**src/rtl/fifo_uart_pkg.sv**
```systemverilog
// rtl/fifo_uart_pkg.sv - shared state encoding and line levels for the FIFO-fed UART transmitter
package fifo_uart_pkg;

  typedef enum logic [2:0] {
    IDLE   = 3'd0,
    FETCH  = 3'd1,
    START  = 3'd2,
    DATA   = 3'd3,
    PARITY = 3'd4,
    STOP   = 3'd5
  } uart_state_t;

  localparam logic UART_IDLE_LVL  = 1'b1;
  localparam logic UART_START_LVL = 1'b0;
  localparam logic UART_STOP_LVL  = 1'b1;

endpackage

```
**src/rtl/fifo_uart_tx_if.sv**
```systemverilog
// rtl/fifo_uart_tx_if.sv - FIFO read-side handshake between the byte FIFO and the UART drain stage
interface fifo_uart_tx_if #(
  parameter int DATA_W = 8
);
  logic              fifo_empty;
  logic              rd_req;
  logic              rd_ack;
  logic [DATA_W-1:0] data_out;

  modport master (input fifo_empty, input rd_ack, input data_out, output rd_req);
  modport slave  (output fifo_empty, output rd_ack, output data_out, input rd_req);
endinterface

```
**src/rtl/uart_bit_timer.sv**
```systemverilog
// rtl/uart_bit_timer.sv - baud counter emitting a one-cycle bit_done pulse every CLKS_PER_BIT cycles
module uart_bit_timer #(
  parameter int CLKS_PER_BIT = 16
) (
  input  logic clk,
  input  logic rst,
  input  logic restart,
  output logic bit_done
);
  localparam int CW = (CLKS_PER_BIT > 1) ? $clog2(CLKS_PER_BIT) : 1;
  localparam logic [CW-1:0] LAST = CW'(CLKS_PER_BIT - 1);

  logic [CW-1:0] cnt;

  always_ff @(posedge clk or negedge rst) begin
    if (!rst) begin
      cnt <= '0;
    end else if (restart || cnt == LAST) begin
      cnt <= '0;
    end else begin
      cnt <= cnt + 1'b1;
    end
  end

  assign bit_done = !restart && (cnt == LAST);

endmodule

```
**src/rtl/fifo_uart_tx.sv**
```systemverilog
// rtl/fifo_uart_tx.sv - drains the byte FIFO into 8N1 UART frames (8E1 with FIFO_UART_TX_PARITY_EN)
module fifo_uart_tx
  import fifo_uart_pkg::*;
#(
  parameter int CLKS_PER_BIT = 16,
  parameter int DATA_W       = 8
) (
  input  logic            clk,
  input  logic            rst,
  input  logic            tx_en,
  fifo_uart_tx_if.master  fifo,
  output logic            tx,
  output logic            busy
);
  localparam int BW = (DATA_W > 1) ? $clog2(DATA_W) : 1;
  localparam logic [BW-1:0] LAST_BIT = BW'(DATA_W - 1);

  uart_state_t       state, next_state;
  logic [BW-1:0]     bit_cnt;
  logic [DATA_W-1:0] shreg;
  logic              tx_lvl;
  logic              rd_req_q;
  logic              bit_done;
  logic              restart;
`ifdef FIFO_UART_TX_PARITY_EN
  logic              par;
`endif

  // START is only entered from FETCH, and every other state entry lands on a
  // bit boundary where the counter wraps, so holding it in IDLE/FETCH suffices.
  assign restart = (state == IDLE) || (state == FETCH);

  uart_bit_timer #(.CLKS_PER_BIT(CLKS_PER_BIT)) u_bit_timer (
    .clk      (clk),
    .rst      (rst),
    .restart  (restart),
    .bit_done (bit_done)
  );

  always_comb begin
    next_state = state;
    tx_lvl     = UART_IDLE_LVL;
    case (state)
      IDLE: begin
        if (tx_en && !fifo.fifo_empty) next_state = FETCH;
      end
      FETCH: begin
        if (fifo.rd_ack) next_state = START;
      end
      START: begin
        tx_lvl = UART_START_LVL;
        if (bit_done) next_state = DATA;
      end
      DATA: begin
        tx_lvl = shreg[0];
        if (bit_done && bit_cnt == LAST_BIT) begin
`ifdef FIFO_UART_TX_PARITY_EN
          next_state = PARITY;
`else
          next_state = STOP;
`endif
        end
      end
`ifdef FIFO_UART_TX_PARITY_EN
      PARITY: begin
        tx_lvl = par;
        if (bit_done) next_state = STOP;
      end
`endif
      STOP: begin
        tx_lvl = UART_STOP_LVL;
        if (bit_done) next_state = (tx_en && !fifo.fifo_empty) ? FETCH : IDLE;
      end
      default: next_state = IDLE;
    endcase
  end

  // tx is registered from the current state, so the line lags the FSM by one cycle.
  always_ff @(posedge clk or negedge rst) begin
    if (!rst) begin
      state    <= IDLE;
      tx       <= UART_IDLE_LVL;
      rd_req_q <= 1'b0;
      busy     <= 1'b0;
    end else begin
      state    <= next_state;
      tx       <= tx_lvl;
      rd_req_q <= (next_state == FETCH);
      busy     <= (next_state != IDLE) || (state != IDLE);
    end
  end

  always_ff @(posedge clk or negedge rst) begin
    if (!rst) begin
      shreg   <= '0;
      bit_cnt <= '0;
`ifdef FIFO_UART_TX_PARITY_EN
      par     <= 1'b0;
`endif
    end else if (state == FETCH && fifo.rd_ack) begin
      shreg   <= fifo.data_out;
      bit_cnt <= '0;
`ifdef FIFO_UART_TX_PARITY_EN
      par     <= ^fifo.data_out;
`endif
    end else if (state == DATA && bit_done) begin
      shreg   <= shreg >> 1;
      bit_cnt <= (bit_cnt == LAST_BIT) ? '0 : bit_cnt + 1'b1;
    end
  end

  assign fifo.rd_req = rd_req_q;

endmodule
```
**src/flat_wrapper.sv**
```systemverilog
// flat-port wrapper written by rule: the top's interface ports become plain ports
module fifo_uart_tx_flat import fifo_uart_pkg::*;
#(
  parameter int CLKS_PER_BIT = 16,
  parameter int DATA_W       = 8
)
  (clk, rst, tx_en, tx, busy, fifo_fifo_empty, fifo_rd_ack, fifo_data_out, fifo_rd_req);
  fifo_uart_tx_if #(.DATA_W(DATA_W)) fifo_i ();
  input  logic clk;
  input  logic rst;
  input  logic tx_en;
  output logic tx;
  output logic busy;
  input wire logic [$bits(fifo_i.fifo_empty)-1:0] fifo_fifo_empty;
  input wire logic [$bits(fifo_i.rd_ack)-1:0] fifo_rd_ack;
  input wire logic [$bits(fifo_i.data_out)-1:0] fifo_data_out;
  output wire logic [$bits(fifo_i.rd_req)-1:0] fifo_rd_req;
  assign fifo_i.fifo_empty = fifo_fifo_empty;
  assign fifo_i.rd_ack = fifo_rd_ack;
  assign fifo_i.data_out = fifo_data_out;
  assign fifo_rd_req = fifo_i.rd_req;
  fifo_uart_tx #(.CLKS_PER_BIT(CLKS_PER_BIT), .DATA_W(DATA_W)) u_core (.clk(clk), .rst(rst), .tx_en(tx_en), .fifo(fifo_i), .tx(tx), .busy(busy));
endmodule
```
**config.mk**
```make
export PLATFORM = sky130hd
export DESIGN_NAME = fifo_uart_tx_flat
export DESIGN_NICKNAME = d
export VERILOG_FILES = /design/src/rtl/fifo_uart_pkg.sv /design/src/rtl/fifo_uart_tx_if.sv /design/src/rtl/uart_bit_timer.sv /design/src/rtl/fifo_uart_tx.sv /design/src/flat_wrapper.sv
export SDC_FILE = /design/constraint.sdc
export NUM_CORES = 1
export LEC_CHECK = 0
export ABC_AREA = 0
export CAP_MARGIN = 20
export CORE_MARGIN = 1.5
export CORE_UTILIZATION = 25
export DETAILED_ROUTE_END_ITERATION = 6
export DONT_BUFFER_PORTS = 1
export GPL_TIMING_DRIVEN = 1
export HOLD_SLACK_MARGIN = 0.02
export SLEW_MARGIN = 5
export SYNTH_ARGS = -nofsm -noshare
export SYNTH_HDL_FRONTEND = slang
export SYNTH_HIERARCHICAL = 1
export SYNTH_SLANG_ARGS = --single-unit
```
**constraint.sdc**
```tcl
create_clock -name clk -period 2.2 [get_ports clk]
set_input_delay 0.33 -clock clk [delete_from_list [all_inputs] [get_ports clk]]
set_output_delay 0.33 -clock clk [all_outputs]
set_load 0.005 [all_outputs]
```
; ---- Word level (Yosys, flattened, before mapping)
; Cells that the tools add are included.
[totals]
word_cells = 44
input_bits = 13
output_inout_bits = 3
register_bits = 21
[op_classes]
n_mux = 14
n_eq_ne = 7
reduce_logical = 14
addsub = 2
[ops]
columns = op, count
row1 = two-way mux 3 bit, 8
row2 = two-way mux 8 bit, 2
row3 = case mux 3 bit (5 select lines), 1
row4 = "equality test 3 x 1 -> 1 bit, second input constant", 2
row5 = "equality test 3 x 2 -> 1 bit, second input constant", 2
row6 = "equality test 3 bit, second input constant", 2
row7 = nonzero test 3 bit, 2
row8 = logical AND 1 bit, 5
row9 = "adder 4 x 1 -> 4 bit, second input constant", 1
row10 = "equality test 4 bit, second input constant", 1
row11 = two-way mux 4 bit, 1
row12 = "adder 3 x 1 -> 3 bit, second input constant", 1
row13 = logical NOT 3 bit, 1
row14 = logical OR 1 bit, 3
row15 = logical NOT 1 bit, 2
row16 = case mux 1 bit (2 select lines), 1
row17 = nonzero test 2 bit, 1
row18 = two-way mux 1 bit, 1

; ---- Logic depth before layout (Yosys ltp)
; Gate-level depths: netlist of the first run.
[logic_depth]
word_depth = 9
depth_mapped = 8
depth_no_buf = 6

; ---- Modules after synthesis
; The synthesis of the first run kept the hierarchy.
[modules_own_cells]
columns = mod, seq_area_each_um2, area_each_um2, n_inst, cells_per_inst
row1 = fifo_uart_tx, 426.7, 864.6, 1, 80
row2 = uart_bit_timer, 100.1, 175.2, 1, 15

; ---- Worst setup path before layout of the first run
; OpenSTA, ideal clock, no wires.
[synth_timing]
kind = flip-flop to flip-flop
start = register u_core.state[2]
end = register u_core.shreg[2]
n_path_buf = 3
required_time_ns = 2.082
synth_period_minus_slack_ns = 1.676
setup_ns = 0.118
slack_ns = 0.524
t_arrival_ns = 1.558
stages_incl_launch_ff = 9
cell_sequence = dfrtp_1 > buf_6 > nor2_1 > nor2_1 > buf_2 > and4b_1 > buf_2 > a22o_1 > a21o_1
[synth_via]
elab_chain_cells = 6
word_cells_on_any_way = 10
cone_classes = eq/ne (2) / mux (1) / reduce/logical (7)
[synth_rtl]
columns = item, line_no
row1 = start: declaration, fifo_uart_tx.sv:18  ; uart_state_t state, next_state;
row2 = start signal: assignment, fifo_uart_tx.sv:86  ; state <= next_state;
row3 = equality test 3 x 1 -> 1 bit / logical NOT 3 bit (equally long branches), fifo_uart_tx.sv:31  ; assign restart = (state == IDLE) || (state == FETCH);
row4 = logical OR 1 bit *, fifo_uart_tx.sv:31
row5 = net u_core.restart, fifo_uart_tx.sv:24  ; logic restart;
row6 = logical NOT 1 bit *, uart_bit_timer.sv:25  ; assign bit_done = !restart && (cnt == LAST);
row7 = logical AND 1 bit *, uart_bit_timer.sv:25
row8 = net u_core.bit_done, fifo_uart_tx.sv:23  ; logic bit_done;
row9 = logical AND 1 bit *, fifo_uart_tx.sv:106  ; end else if (state == DATA && bit_done) begin
row10 = nonzero test 2 bit (no line) *, --
row11 = end signal: assignment, fifo_uart_tx.sv:101  ; shreg <= fifo.data_out;
row12 = end signal: assignment, fifo_uart_tx.sv:107  ; shreg <= shreg >> 1;
row13 = end: declaration, fifo_uart_tx.sv:20  ; logic [DATA_W-1:0] shreg;
; The timed path passes the listed nets; every way through them passes the cells marked *.
; A chain may end at the register's enable or synchronous reset.

; ---- Worst setup path in the final report of the first run
[layout_timing]
start = register u_core.u_bit_timer.cnt[0]
end = register u_core.shreg[7]
[layout_via]
elab_chain_cells = 4
[layout_rtl]
columns = item, line_no
row1 = start: declaration, uart_bit_timer.sv:13  ; logic [CW-1:0] cnt;
row2 = start signal: assignment, uart_bit_timer.sv:21  ; cnt <= cnt + 1'b1;
row3 = equality test 4 bit, uart_bit_timer.sv:25
row4 = logical AND 1 bit, uart_bit_timer.sv:25
row5 = net u_core.bit_done, fifo_uart_tx.sv:23
row6 = logical AND 1 bit, fifo_uart_tx.sv:106
row7 = nonzero test 2 bit (no line), --
; The timed path passes the listed nets, and every way through them passes these cells.

==> impl_metrics.csv, run 1 <==
group,metric,value,unit
outcome,status,"completed",
timing,period_needed,1.800,ns
pwr,clockPowerShare,0.390,
clocking,cts_tree,"built",
clocking,path_clk_slew,0.08,ns
synth,yosys_most_used_dff,"dfrtp_1",
timing,relSlewSlack,0.7291,
cells_and_area,multiInputGateArea,464.2,sq um
route,vias,711,
floorplan,design.die.area,4555,sq um
placement,placedInstanceArea,1076,sq um
timing,worstMarginPinSlew,0.4063,ns
critical_path,rr_startpoint,"u_core/u_bit_timer/cnt[0]$_DFF_PN0_",
synth,ys_warn_count,6,
synth,synthArstFlopShare,1.000,
clocking,cts_root_buf,"clkbuf_8",
grt,met3_usage,0.02500,
route,viasPerCell,4.837,
route,drc,0,
clocking,htree_levels,1,
pwr,totalPowerFinal,656.8,uW
synth,synth-edff-count,0,
clocking,cts_resized,0,
floorplan,start_util,0.2599,
cells_and_area,drive_gt1_frac,0.1237,
placement,portBuffers,0,
floorplan,core,4000,sq um
critical_path,path_class,"flip-flop to flip-flop",
route,antenna_left,0,
pwr,power.share.switching,0.2125,
job,cap_violations,0,
synth,yosysMostFrequentCell,"dfrtp_1",
grt,first_global_vias,693,
timing,tns,0,ns
clocking,cts.sinks,21,
pwr,p_sw,139.6,uW
floorplan,num_io_pins,16,
route,drtPass1Iterations,4,
synth,ys_seq_elements,21,
floorplan,die_x,67.49,um
synth,ys_seq_area_frac,0.5066,
pwr,vdd_drop_max,0.1564,mV
grt,met2_usage,0.1483,
timing,slew_viol_final,0,
grt,top_usage_layer,"met2",
synth,syn_area,1040,sq um
synth,synth_top_area_share,0.4813,
cells_and_area,diodes,0,
pwr,pwr-share-comb,0.023,
clocking,cts_inserted_buffers,3,
cells_and_area,num-fill-cells,410,
pwr,intPower,517.3,uW
cells_and_area,stdcell_area,1144,sq um
grt,grt_max_degree,22,
critical_path,worstPathArrival,1.95,ns
synth,synthDistinctLibCells,37,
timing,period_share,0.8183,
route,dr.first_iter.drc_count,8,
cells_and_area,regArea,526.8,sq um
synth,ys_top_cells_by_area,"dfrtp_1, a22o_1, mux2i_1",
synth,synth_cells,95,
route,wl_per_cell,13.33,um
pwr,p_leak,0.0005151,uW
cells_and_area,finish.net_count,114,
grt,overflow,0,
floorplan,num_rows,23,
timing,skew,0.003400,ns
pwr,power_density,574.4,nW/um^2
timing,finalHoldViolCount,0,
min_path,hp-class,"input port to flip-flop",
timing,setup_viol,0,
critical_path,cp-start-kind,"flip-flop",
grt,use_met1,0.1104,
min_path,hold_start,"fifo_data_out[1]",
floorplan,die_h,67.49,um
critical_path,cp.required,2.35,ns
timing,fmax,555.5,MHz
synth,synth_fp_nets,111,
clocking,clock_latency,0.26,ns
timing,rsz0062_at_grt,"no",
synth,synth_top_cell_by_area,"dfrtp_1",
critical_path,crit_fanout,6,
synth,syn_avg_cell_area,10.94,sq um
placement,routabilityCongestion,0.6792,
grt,grt_usage,0.09445,
critical_path,endpoint_kind,"flip-flop",
grt,antenna_found_initial,0,
placement,dp_hpwl,1.399,mm
critical_path,startpoint,"u_core/u_bit_timer/cnt[0]$_DFF_PN0_",
grt,grt_pass1_wl,3.125,mm
synth,yosys-top-cells-count,"dfrtp_1, nand2_1, nor2_1",
route,routed_wl,1.960,mm
clocking,clockBufferDepth,2,
pwr,p_seq_frac,0.587,
cells_and_area,syn_to_final_growth,9.988,%
[repair_timing]
item / 4_1_cts / 5_1_grt
hold buffers: 1 / 0
endpoints found under the setup margin: 0 / 0
setup buffers: 0 / 0
endpoints found under the hold margin: 21 / 0
[sequential cells by signal, indices dropped and copies added, names as in the netlist]
signal	flops
u_core/state	3
u_core/fifo.rd_req	1
u_core/busy	1
u_core/tx	1
u_core/bit_cnt	3
u_core/shreg	8
u_core/u_bit_timer/cnt	4
[cell usage in the layout (no fill, tap or decap), types with 2 or more instances in the layout]
cell      Yosys  layout
nor2_1        6       6
dfrtp_1      20      20
buf_4         2       2
a31oi_1       2       2
o21ai_0       5       5
clkbuf_8      0       3
a22o_1        5       5
mux2i_1       4       4
a21oi_1       2       2
nand2_1      10      10
a21o_1        4       4
nor2b_1       4       4
inv_1         2       2
ha_1          3       3
[final cells by class]
cell class,instances,share of cell area
multi-input cells,66,0.4059
flip-flops and latches,21,0.4606
clock inverters,1,0.004376
clock buffers,3,0.03610
well taps,50,0.05470
inverters,2,0.006565
repair buffers,4,0.03173
[path summary, 6_finish.rpt]
path	to	slack (ns)	cells after the start
setup / recovery	u_core/shreg[7]$_DFFE_PN0P_	0.40	6
hold / removal	u_core/shreg[1]$_DFFE_PN0P_	0.18	2
setup reg to reg	u_core/shreg[7]$_DFFE_PN0P_	0.40	6
hold reg to reg	u_core/u_bit_timer/cnt[0]$_DFF_PN0_	0.49	1
max in group asynchronous	u_core/u_bit_timer/cnt[1]$_DFF_PN0_	1.35	2
min in group asynchronous	u_core/fifo.rd_req$_DFF_PN0_	0.41	1
[cell families (layout without fill, tap and decap cells)]
| group | Yosys count | in the layout | share of synthesized area |
|---|---|---|---|
| DFF | 21 | 21 | 0.5066 |
| AOI/OAI and AO/OA | 26 | 26 | 0.1781 |
| buffers and inverters | 8 | 10 | 0.04692 |
| muxes | 4 | 4 | 0.03851 |
| adders and majority gates | 3 | 3 | 0.03610 |
| and+or+nand+nor | 32 | 32 | 0.1853 |
| xor gates and xnor gates | 1 | 1 | 0.008425 |
[worst max-delay path, stage by stage, from the launching register on]
cell	delay, ns
dfrtp_1	0.39
ha_1	0.25
nand3_1	0.09
nor2_1	0.24
and4b_1	0.40
nor2_2	0.10
a22o_1	0.21
[per-stage QoR]
step                  util  cells  setup slack, ns  hold slack, ns
finish              0.2859    147           0.3997          0.1844
global route        0.2859    147           0.2200          0.1845
CTS                 0.2831    146           0.3934          0.1743
detailed placement  0.2690    141           0.4023         0.03487
global placement    0.2690    141           0.4834         0.03498
floorplan                -     95           0.5242         0.03441
[routing by layer]
layer	vias to the layer above	part of all wire
met2	15	0.50
met1	345	0.41
met3	4	0.062
met4	0	0.028
met5	-	0
li1	347	-
[power groups by stage]
stage | Clock [uW] | Combinational (uW) | Sequential (uW)
detailed placement | 0 | 4.35 | 393
global route | 289 | 17.7 | 386
global placement | 0 | 4.21 | 393
floorplan | 0 | 3.85 | 393
CTS | 268 | 13.7 | 386
finish | 256 | 15.2 | 386
Power figures use the tool's default switching activity.
==> run 2, diff against run 1 <==
Clock period 2.2 ns to 1.55 ns, I/O delays scaled along.
==> run 2 against run 1 <==
Against the previous run: sequential power is 42% higher; total power is 40% higher; critical path type unchanged; highest routed layer unchanged; first-iteration DRC count grew to 2.6 times the previous value; worst setup slack worse by 0.32 ns; die area stayed put; worst hold slack worse by 0.090 ns; clock-buffer cell count is 1 higher; sequential share of layout area is 3.5 points lower.
==> impl_metrics.csv, run 2 (synthesis results as in run 1) <==
group,metric,value,unit
outcome,status,"completed",
cells_and_area,num-fill-cells,407,
critical_path,path_class,"flip-flop to flip-flop",
min_path,hp-class,"input port to flip-flop",
clocking,path_clk_slew,0.08,ns
grt,grt_pass1_wl,3.222,mm
critical_path,cpMostUsedCell,"buf_4",
critical_path,critPathMaxStageDelay,0.36,ns
floorplan,core,4000,sq um
clocking,cts_inserted_buffers,3,
cells_and_area,final_common_cell,"dfrtp_1",
clocking,cts_root_buf,"clkbuf_8",
cells_and_area,finish.utilization,0.3094,
grt,antenna_found_initial,0,
timing,setup_viol,0,
route,dr.first_iter.drc_count,21,
pwr,vdd_drop_max,0.2365,mV
critical_path,cp_slowest_cell,"dfrtp_1",
pwr,power_density,742.6,nW/um^2
clocking,htree_levels,1,
critical_path,reg2reg_depth,8,
cells_and_area,diodes,0,
floorplan,num_io_pins,16,
critical_path,r2r_end,"u_core/shreg[6]$_DFFE_PN0P_",
critical_path,endpoint_kind,"flip-flop",
grt,grt_usage,0.09199,
min_path,holdPathEnd,"u_core/shreg[1]$_DFFE_PN0P_",
min_path,min_path_cells,2,
route,viasPerCell,4.758,
cells_and_area,syn_to_final_growth,19.01,%
floorplan,start_util,0.2599,
route,vias,747,
timing,timing.hold.ws,0.09428,ns
cells_and_area,reg_top3,"u_core/shreg: 8 flops, u_core/u_bit_timer/cnt: 4 flops",
timing,skew,0.004847,ns
cells_and_area,drive_gt1_frac,0.2430,
floorplan,num_rows,23,
timing,period_needed,1.469,ns
cells_and_area,regMostFlops,"u_core/shreg",
min_path,hold_start,"fifo_data_out[1]",
clocking,clockBufferDepth,2,
clocking,clock_latency,0.26,ns
critical_path,crit_fanout,6,
grt,grt_max_degree,22,
route,routed_wl,1.982,mm
placement,routabilityCongestion,0.7785,
placement,dp_hpwl,1.496,mm
timing,finalWorstSetupSlack,0.08121,ns
floorplan,design.die.area,4555,sq um
placement,placedInstanceArea,1159,sq um
grt,first_global_vias,754,
cells_and_area,largest_reg_flops,8,
critical_path,cp.required,1.68,ns
timing,fmax,680.8,MHz
critical_path,rr_startpoint,"u_core/u_bit_timer/cnt[1]$_DFF_PN0_",
floorplan,die_h,67.49,um
timing,relSlewSlack,0.3869,
clocking,cts_tree,"built",
timing,worstMarginPinSlew,0.9167,ns
timing,finalHoldViolCount,0,
pwr,totalPowerFinal,918.9,uW
placement,portBuffers,0,
route,antenna_left,0,
critical_path,r2r_slack,0.08,ns
critical_path,worstPathArrival,1.60,ns
route,drc,0,
cells_and_area,finish.net_count,124,
timing,rsz0062_at_grt,"yes",
timing,period_share,0.9476,
route,wl_per_cell,12.62,um
cells_and_area,final_cell_mix,"dfrtp_1, buf_4, nand2_1",
critical_path,crit_chain,"ha_2, nand3_2, nor2_4, buf_4, nand4b_4, buf_4, mux2i_1, o21ai_0",
placement,pre_cts_slack,0.01463,ns
clocking,cts.sinks,21,
cells_and_area,stdcell_area,1237,sq um
route,drtPass1Iterations,2,
critical_path,cp-start-kind,"flip-flop",
job,cap_violations,0,
grt,overflow,0,
timing,slew_viol_final,0,
pwr,p_leak,0.0005607,uW
floorplan,die_x,67.49,um
run 2: changes by cell type in the layout (fill, tap and decap cells not counted), sizes merged:
cell	delta
clkbuf	+1
clkinv	-1
buf	+10
run 2: stage by stage:
stage                     instances  TNS (ns)
final                           157         0
after global routing            157  -0.01249
after CTS                       155         0
after detailed placement        150         0
after global placement          150         0
after floorplan                  95         0
run 2: power breakdown:
group	switching [uW]	internal [uW]	leakage, uW
Clock	170	183	0.0000228
Combinational	13.4	4.90	0.000289
Sequential	0	548	0.000249
run 2: worst max-delay path by stage:
stage	from	endpoint	slack (ns)
5_1_grt	u_core/u_bit_timer/cnt[0]$_DFF_PN0_	u_core/shreg[5]$_DFFE_PN0P_	-0.01
2_1_floorplan	u_core/u_bit_timer/cnt[0]$_DFF_PN0_	u_core/shreg[2]$_DFFE_PN0P_	0.004
3_3_place_gp	u_core/u_bit_timer/cnt[1]$_DFF_PN0_	u_core/shreg[7]$_DFFE_PN0P_	0.06
6_report	u_core/u_bit_timer/cnt[1]$_DFF_PN0_	u_core/shreg[6]$_DFFE_PN0P_	0.08
4_1_cts	u_core/u_bit_timer/cnt[1]$_DFF_PN0_	u_core/shreg[6]$_DFFE_PN0P_	0.05
3_5_place_dp	u_core/u_bit_timer/cnt[1]$_DFF_PN0_	u_core/shreg[4]$_DFFE_PN0P_	0.01
run 2: worst max-delay path: cells and delay by family (launching register included):
family	cells	cell delay (ns)
flip-flops	1	0.36
multiplexers	1	0.13
adder cells (fa/ha/maj)	1	0.19
AND/OR/NAND/NOR	3	0.26
AO/OA/AOI/OAI	1	0.09
buffers and inverters	2	0.30
run 2: area by class of cell:
| class | instances | area, sq um | share of cell area |
|---|---|---|---|
| clock buffers | 4 | 45.04 | 0.03640 |
| inverters | 2 | 7.507 | 0.006067 |
| multi-input cells | 66 | 488.0 | 0.3943 |
| flip-flops and latches | 21 | 526.8 | 0.4257 |
| well taps | 50 | 62.56 | 0.05056 |
| repair buffers | 14 | 107.6 | 0.08696 |
run 2: what timing repair did:
item	4_1_cts	5_1_grt
resized for setup	2	2
hold buffers	1	0
endpoints found under the setup margin	3	7
buffers inserted	0	2
endpoints found under the hold margin	21	0
pin swaps	0	2
run 2: routing by layer:
metal  vias up  GRT usage  share of wire
li1        367          -              -
met1       367     0.1104           0.42
met2        10     0.1471           0.52
met3         3    0.02500          0.049
met4         0    0.05357         0.0081
met5         -          0              0
